File: src/rtl/uio_bus_arbiter_if.sv
// Bundle of the requester-side handshake and the uio pin bank shared by the arbiter.
// The master side holds the requesters and pins; the slave side is the arbiter.
interface uio_bus_arbiter_if #(
    parameter int NREQ      = 4,
    parameter int MAX_BEATS = 8
);
    localparam int LW = $clog2(MAX_BEATS);

    logic                 ena;
    logic [NREQ-1:0]      req;
    logic [NREQ-1:0]      req_wr;
    logic [NREQ*LW-1:0]   req_len;
    logic [NREQ*8-1:0]    wdata;
    logic [7:0]           uio_in;

    logic [NREQ-1:0]      gnt;
    logic                 beat;
    logic [NREQ-1:0]      done;
    logic [7:0]           rdata;
    logic                 rvalid;
    logic [7:0]           uio_out;
    logic [7:0]           uio_oe;

    modport master (
        output ena, req, req_wr, req_len, wdata, uio_in,
        input  gnt, beat, done, rdata, rvalid, uio_out, uio_oe
    );

    modport slave (
        input  ena, req, req_wr, req_len, wdata, uio_in,
        output gnt, beat, done, rdata, rvalid, uio_out, uio_oe
    );
endinterface

File: src/rtl/uio_bus_arbiter.sv
// Round-robin owner of the uio pin bank: one burst per grant, with an all-inputs
// turnaround gap before every burst and at least one idle cycle between bursts.
module uio_bus_arbiter #(
    parameter int NREQ       = 4,
    parameter int MAX_BEATS  = 8,
    parameter int TURNAROUND = 1
) (
    input  logic               clk,
    input  logic               rst,
    uio_bus_arbiter_if.slave   bus
);
    localparam int LW = $clog2(MAX_BEATS);
    localparam int OW = $clog2(NREQ);
    localparam int TW = 2;

    typedef enum logic [1:0] {IDLE, TURN, XFER} state_t;

    state_t          state_reg, state_next;
    logic [OW-1:0]   owner_reg, owner_next;
    logic [OW-1:0]   last_owner_reg, last_owner_next;
    logic            wr_reg, wr_next;
    logic [LW-1:0]   beat_cnt_reg, beat_cnt_next;
    logic [TW-1:0]   turn_cnt_reg, turn_cnt_next;
    logic [NREQ-1:0] done_reg, done_next;
    logic [7:0]      rdata_reg, rdata_next;
    logic            rvalid_reg, rvalid_next;

    logic [7:0]      wdata_arr [NREQ];
    logic [LW-1:0]   len_arr   [NREQ];
    logic [NREQ-1:0] owner_onehot;

    generate
        for (genvar gi = 0; gi < NREQ; gi++) begin : g_req
            assign wdata_arr[gi]    = bus.wdata[gi*8 +: 8];
            assign len_arr[gi]      = bus.req_len[gi*LW +: LW];
            assign owner_onehot[gi] = (owner_reg == OW'(gi));
        end
    endgenerate

    // Search starts one past the last owner, so a requester that just finished
    // has the lowest priority and a lone requester still wins every time.
    logic          found;
    logic [OW-1:0] pick;
    logic [OW-1:0] idx;
    always_comb begin
        found = 1'b0;
        pick  = '0;
        idx   = '0;
        for (int i = 1; i <= NREQ; i++) begin
            idx = OW'((int'(last_owner_reg) + i) % NREQ);
            if (!found && bus.req[idx]) begin
                found = 1'b1;
                pick  = idx;
            end
        end
    end

    always_comb begin
        state_next      = state_reg;
        owner_next      = owner_reg;
        last_owner_next = last_owner_reg;
        wr_next         = wr_reg;
        beat_cnt_next   = beat_cnt_reg;
        turn_cnt_next   = turn_cnt_reg;
        done_next       = '0;
        rdata_next      = rdata_reg;
        rvalid_next     = 1'b0;
        unique case (state_reg)
            IDLE: begin
                if (bus.ena && found) begin
                    owner_next    = pick;
                    wr_next       = bus.req_wr[pick];
                    beat_cnt_next = len_arr[pick];
                    turn_cnt_next = TW'((TURNAROUND > 0) ? TURNAROUND - 1 : 0);
                    state_next    = (TURNAROUND == 0) ? XFER : TURN;
                end
            end
            TURN: begin
                if (turn_cnt_reg == '0) state_next = XFER;
                else                    turn_cnt_next = turn_cnt_reg - 1'b1;
            end
            XFER: begin
                if (!wr_reg) begin
                    rdata_next  = bus.uio_in;
                    rvalid_next = 1'b1;
                end
                if (beat_cnt_reg == '0) begin
                    state_next      = IDLE;
                    last_owner_next = owner_reg;
                    done_next       = owner_onehot;
                end else begin
                    beat_cnt_next = beat_cnt_reg - 1'b1;
                end
            end
            default: state_next = IDLE;
        endcase
    end

    always_ff @(posedge clk) begin
        if (rst) begin
            state_reg      <= IDLE;
            owner_reg      <= '0;
            last_owner_reg <= OW'(NREQ - 1);
            wr_reg         <= 1'b0;
            beat_cnt_reg   <= '0;
            turn_cnt_reg   <= '0;
            done_reg       <= '0;
            rdata_reg      <= '0;
            rvalid_reg     <= 1'b0;
        end else begin
            state_reg      <= state_next;
            owner_reg      <= owner_next;
            last_owner_reg <= last_owner_next;
            wr_reg         <= wr_next;
            beat_cnt_reg   <= beat_cnt_next;
            turn_cnt_reg   <= turn_cnt_next;
            done_reg       <= done_next;
            rdata_reg      <= rdata_next;
            rvalid_reg     <= rvalid_next;
        end
    end

    // Pins are driven only in a write beat; every other state leaves them as inputs.
    logic drive;
    assign drive       = (state_reg == XFER) && wr_reg;
    assign bus.gnt     = (state_reg != IDLE) ? owner_onehot : '0;
    assign bus.beat    = (state_reg == XFER);
    assign bus.done    = done_reg;
    assign bus.rdata   = rdata_reg;
    assign bus.rvalid  = rvalid_reg;
    assign bus.uio_oe  = drive ? 8'hFF : 8'h00;
    assign bus.uio_out = drive ? wdata_arr[owner_reg] : 8'h00;
endmodule
File: src/flat_wrapper.sv
// flat-port wrapper written by rule: the top's interface ports become plain ports
module uio_bus_arbiter_flat 
#(
    parameter int NREQ       = 4,
    parameter int MAX_BEATS  = 8,
    parameter int TURNAROUND = 1
)
  (clk, rst, bus_ena, bus_req, bus_req_wr, bus_req_len, bus_wdata, bus_uio_in, bus_gnt, bus_beat, bus_done, bus_rdata, bus_rvalid, bus_uio_out, bus_uio_oe);
  uio_bus_arbiter_if #(.NREQ(NREQ), .MAX_BEATS(MAX_BEATS)) bus_i ();
  input  logic clk;
  input  logic rst;
  input wire logic [$bits(bus_i.ena)-1:0] bus_ena;
  input wire logic [$bits(bus_i.req)-1:0] bus_req;
  input wire logic [$bits(bus_i.req_wr)-1:0] bus_req_wr;
  input wire logic [$bits(bus_i.req_len)-1:0] bus_req_len;
  input wire logic [$bits(bus_i.wdata)-1:0] bus_wdata;
  input wire logic [$bits(bus_i.uio_in)-1:0] bus_uio_in;
  output wire logic [$bits(bus_i.gnt)-1:0] bus_gnt;
  output wire logic [$bits(bus_i.beat)-1:0] bus_beat;
  output wire logic [$bits(bus_i.done)-1:0] bus_done;
  output wire logic [$bits(bus_i.rdata)-1:0] bus_rdata;
  output wire logic [$bits(bus_i.rvalid)-1:0] bus_rvalid;
  output wire logic [$bits(bus_i.uio_out)-1:0] bus_uio_out;
  output wire logic [$bits(bus_i.uio_oe)-1:0] bus_uio_oe;
  assign bus_i.ena = bus_ena;
  assign bus_i.req = bus_req;
  assign bus_i.req_wr = bus_req_wr;
  assign bus_i.req_len = bus_req_len;
  assign bus_i.wdata = bus_wdata;
  assign bus_i.uio_in = bus_uio_in;
  assign bus_gnt = bus_i.gnt;
  assign bus_beat = bus_i.beat;
  assign bus_done = bus_i.done;
  assign bus_rdata = bus_i.rdata;
  assign bus_rvalid = bus_i.rvalid;
  assign bus_uio_out = bus_i.uio_out;
  assign bus_uio_oe = bus_i.uio_oe;
  uio_bus_arbiter #(.NREQ(NREQ), .MAX_BEATS(MAX_BEATS), .TURNAROUND(TURNAROUND)) u_core (.clk(clk), .rst(rst), .bus(bus_i));
endmodule
File: config.mk
export PLATFORM = sky130hd
export DESIGN_NAME = uio_bus_arbiter_flat
export DESIGN_NICKNAME = d
export VERILOG_FILES = /design/src/rtl/uio_bus_arbiter_if.sv /design/src/rtl/uio_bus_arbiter.sv /design/src/flat_wrapper.sv
export SDC_FILE = /design/constraint.sdc
export NUM_CORES = 1
export LEC_CHECK = 0
export BUFFER_PORTS_ARGS = -buffer_cell sky130_fd_sc_hd__buf_2
export CORE_ASPECT_RATIO = 1.75
export CORE_MARGIN = 2
export CORE_UTILIZATION = 44
export CTS_CLUSTER_SIZE = 40
export DETAILED_ROUTE_END_ITERATION = 16
export PLACE_DENSITY = 0.81
export SYNTH_ARGS = -nofsm -noshare
export SYNTH_HDL_FRONTEND = slang
export SYNTH_SLANG_ARGS = --single-unit
File: constraint.sdc
create_clock -name clk -period 1.92 [get_ports clk]
set_input_delay 0.096 -clock clk [delete_from_list [all_inputs] [get_ports clk]]
set_output_delay 0.096 -clock clk [all_outputs]
set_load 0.02 [all_outputs]
---- Word-level counts from Yosys, hierarchy flattened ----
Index checks and enable logic that the tools add are counted.
Widths: inputs -> output; s select.
word-level totals
  word-level logic and storage cells ...... 98
  input bits .............................. 63
  bits in registers ....................... 25
  output and inout port bits .............. 34
operators by class
  magnitude comparators ................... 7
  equal/unequal tests ..................... 10
  reduce and logical (&&, ||, !) cells .... 23
  bitwise logic cells ..................... 5
  $add $sub $neg .......................... 6
  muxes and demuxes ....................... 38
operators with widths
  cell                 count
  $mux 8               4
  $mux 2               9
  $bmux 8 s2           1
  $lt 2x3->1 const B   5
  $mux 3               4
  $bmux 1 s2           5
  $mux 1               10
  $reduce_and 3->1     3
  $bmux 3 s2           1
  $eq 2x2->1 const B   3
  $ge 3x3->1 const B   2
  $logic_not 2->1      3
  $ne 2x1->1 const B   3
  $not 2->3            2
  $pmux 2 s3           1
  $pmux 3 s2           1
  $reduce_and 2->1     3
  $reduce_bool 2->1    3
  $logic_and 1x1->1    5
  $add 2x1->2 const B  2
  $add 2x2->2 const B  2
  $eq 2x1->1 const B   2
  $mux 4               1
  $ne 2x2->1 const B   2
  8 further kinds      12

---- Depth between registers and ports, before layout ----
  depth after elaboration ................. 19
  mapped depth ............................ 7
  depth with buffers taken out ............ 7

---- Worst setup path before layout ----
No wires, ideal clock.
  kind .................................... register -> output
  from .................................... reg u_core.state_reg[0]
  to ...................................... out bus_uio_oe[0]
  arrival ................................. 1.671 ns
  slack ................................... 0.153 ns
  required time ........................... 1.824 ns
  path buffers ............................ 3
  stages on the path, launching flop included .. 8
  path through ............................ dfxtp_1 clkbuf_1 nand2b_1 clkbuf_1 clkinv_1 nand2_1 inv_1 buf_4
between the ends
  word-level cells in the longest chain between the ends .. 3
RTL lines
  element                 RTL line                RTL
  start, declared         uio_bus_arbiter.sv:18   state_t state_reg, state_next;
  start signal, assigned  uio_bus_arbiter.sv:111  state_reg <= state_next;
  $eq 2x2->1              -
  named net bus_beat      flat_wrapper.sv:19      output wire logic [$bits(bus_i.beat)-1:0] bus_beat;
  $logic_and 1x1->1       uio_bus_arbiter.sv:125  assign drive = (state_reg == XFER) && wr_reg;
  named net u_core.drive  uio_bus_arbiter.sv:124  logic drive;
  $mux 8                  uio_bus_arbiter.sv:131  assign bus.uio_oe = drive ? 8'hFF : 8'h00;
  end, declared           flat_wrapper.sv:24      output wire logic [$bits(bus_i.uio_oe)-1:0] bus_uio_oe;
The timed path passes the listed nets, and every way through them passes these cells.

---- Worst setup path in the final report ----
  from .................................... reg u_core.owner_reg[0]
  to ...................................... out bus_uio_out[4]
between the ends
  word-level cells in the longest chain between the ends .. 5
RTL lines
  element                                    RTL line                RTL
  start, declared                            uio_bus_arbiter.sv:19   logic [OW-1:0] owner_reg, owner_next;
  start signal, assigned                     uio_bus_arbiter.sv:112  owner_reg <= owner_next;
  $not 2->3 (not written as such)            uio_bus_arbiter.sv:132  assign bus.uio_out = drive ? wdata_arr[owner_reg] : 8'h00;
  $bmux 8 s2                                 uio_bus_arbiter.sv:132
  $mux 8 (not written as such) (2 in a row)  uio_bus_arbiter.sv:132
  $mux 8                                     uio_bus_arbiter.sv:132
  end, declared                              flat_wrapper.sv:23      output wire logic [$bits(bus_i.uio_out)-1:0] bus_uio_out;
Every way passes these cells. The select of a mux whose other input is x is not followed.

==> run metrics <==
Synth Flop Type=dfxtp_1; CP endpoint kind=output port; fin crit period=around 1.8 ns; status=complete, no violations; Die ar.=between 4000 and 5000 um^2; non-filler cells, final=roughly 340; DP HPWL=between 3000 and 4000 um; Die Wd=approximately 50 um; unique cell type count in the Yosys netlist=40; Startpoint Class=flop; CTS buffer count=3; area grow syn2layout=32.0%; initial core utilization=between 40% and 50%; syn nets=274; maxcap violations=0; GRT overflow=0; EDFF count, synth=0; Vias=~1800; wire length per cell=approximately 13 um; upper clock frequency limit=563 MHz; final WL=4480 um; io pins=97; setup tns final=0 ns; #FFs+latches synth=25; RSZ-0062 raised after global routing=no; core area=between 3000 and 4000 um^2; critical path arrival=1.68 ns; post-route clock period utilization=between 90 and 100%; clock sinks=25; Syn Inst Count=208; vias in the first global route=about 1800; number of flip-flops in the largest register=8; worst skew pair latency=approximately 0.28 ns; Total Power=between 1 and 1.5 mW; Routed Antenna Nets=0; drt first-iter violations=44; Finished Cell Area=around 2200 um^2; vias per cell=about 5.3; ys async rst share=0%; clk root buf=clkbuf_8; clock-pin slew on the worst setup and hold paths=approximately 0.1 ns; largest net degree at the start of global routing=21; H-tree depth=1; pre-CTS WS=roughly 0.066 ns; 1st-pass router iterations=4; clock tree buffer depth=2; skew final=0.00925 ns; CTS tree=done; Total Nets Final=around 360; routability cong.=roughly 0.8; layout cells sized above 1=42.4%; Setup WS post-layout=0.144 ns; Final Setup Violations=0; num rows=29; leak pwr=~1.1 nW; first-pass GRT wire length=7450 um; CP required=roughly 1.8 ns; detailed-route DRC error count=0; Hold WC Path Type=primary input to flop; Post-Place Cell Area=about 2100 um^2; register area share after synthesis=30.1%; Peak VDD IR=0.428 mV; PortBufs=96; slew margin rel.=~57%; Pins Over Slew Limit=0; height of the die=between 80 and 90 um; Post-Syn Area=around 1700 um^2; syn avg cell area=approximately 8 um^2; Antenna Cells=0; Power Dens Cells=roughly 580 nW/um^2; global-route usage over all layers=between 20% and 30%; initial antenna violation count=0; Ys Warns=0; WS Path Type=flop to output port; Fin. Hold Viols=0; DP Cell Count=roughly 340; Worst-Margin Slew=~0.65 ns; worst-path fanout max=10
==> Yosys cell counts (2+ instances only) <==
cell / instances / area share (%)
clkbuf_1: 8 / 1.8
a31oi_1: 6 / 2.3
and2_1: 2 / 0.75
nand3_1: 4 / 1.2
nor3_1: 7 / 2.1
buf_4: 8 / 3.6
a21oi_1: 17 / 5.1
o21ai_0: 9 / 2.7
nand2b_1: 3 / 1.1
a211oi_1: 3 / 1.4
nor2_1: 20 / 4.5
o21a_1: 2 / 0.90
mux2i_1: 6 / 3.6
inv_1: 17 / 3.8
mux4_2: 8 / 11
buf_2: 3 / 0.90
or3_1: 2 / 0.75
ha_1: 3 / 2.3
and3_1: 8 / 3.0
dfxtp_1: 25 / 30
o21ai_2: 2 / 1.1
o221ai_1: 2 / 1.1
nand2_1: 24 / 5.4
o22ai_1: 3 / 1.1
==> worst max-delay path, cell delays in order (launching register included) <==
cell and delay [ns]:
dfxtp_1 0.36, buf_4 0.19, mux4_2 0.52, and3_1 0.19
buf_2 0.15
==> power by group <==
| part | internal [mW] | switching [mW] |
|---|---|---|
| clock network | 0.148 | 0.186 |
| registers | 0.545 | 0.0310 |
| logic | 0.179 | 0.190 |
| total | 0.872 | 0.407 |
==> timing repair <==
action	CTS	global route
setup endpoints to repair	0	17
hold buffers	0	0
gates resized for setup	0	3
endpoints found under the hold margin	0	0
buffers inserted	0	0
==> layout by cell type, fill, tap and decap left out, drive strengths merged, types with 2 or more instances in the layout <==
master / n
buf: 102
dfxtp: 25
nand2: 24
nor2: 20
inv: 18
a21oi: 18
o21ai: 12
mux4: 8
and3: 8
nor3: 7
a31oi: 6
mux2i: 6
nand3: 4
nand2b: 3
a211oi: 3
o22ai: 3
ha: 3
clkbuf: 3
or3: 2
and2: 2
o21a: 2
o221ai: 2
==> final cells by class <==
class | instances | area, um^2
inverters | 18 | 67.6
repair buffers | 102 | 526
clock inverters | 1 | 7.51
clock buffers | 3 | 41.3
multi-input cells | 146 | 995
fillers | 353 | 1430
well taps | 46 | 57.6
flip-flops and latches | 25 | 502
==> through the flow <==
stage | util [%] | hold slack [ns]
6_report | 60.5 | 0.0366
5_1_grt | 60.5 | 0.0413
3_3_place_gp | 59.0 | 0.341
2_1_floorplan | - | 0.232
3_5_place_dp | 59.0 | 0.344
4_1_cts | 60.4 | 0.0431
==> routing by layer <==
metal	routed length [um]	global-route usage, %	up-vias
met5	0	0	-
met4	93	8.11	0
met3	342	3.70	9
met2	2410	41.4	82
met1	1640	22.6	823
li1	-	-	903
==> path summary, 6_finish.rpt <==
| kind | start | to | slack [ns] | cells past startpoint |
|---|---|---|---|---|
| hold reg to reg | u_core.bus.rdata[2] | u_core.bus.rdata[2] | 0.48 | 2 |
| setup / recovery | u_core.owner_reg[0] | bus_uio_out[4] | 0.14 | 4 |
| hold / removal | bus_uio_in[5] | u_core.bus.rdata[5] | 0.04 | 3 |
| setup reg to reg | u_core.last_owner_reg[1] | u_core.beat_cnt_reg[1] | 0.17 | 5 |
==> cells by family after synthesis <==
| logic type | synth area share (%) |
|---|---|
| AO/OA/AOI/OAI | 20.2 |
| flip-flops | 30.1 |
| multiplexers | 15.3 |
| adder cells (fa/ha/maj) | 2.26 |
| AND/OR/NAND/NOR | 21.8 |
| buffers and inverters | 10.4 |
Note: power is estimated with default switching activity, not from simulation.
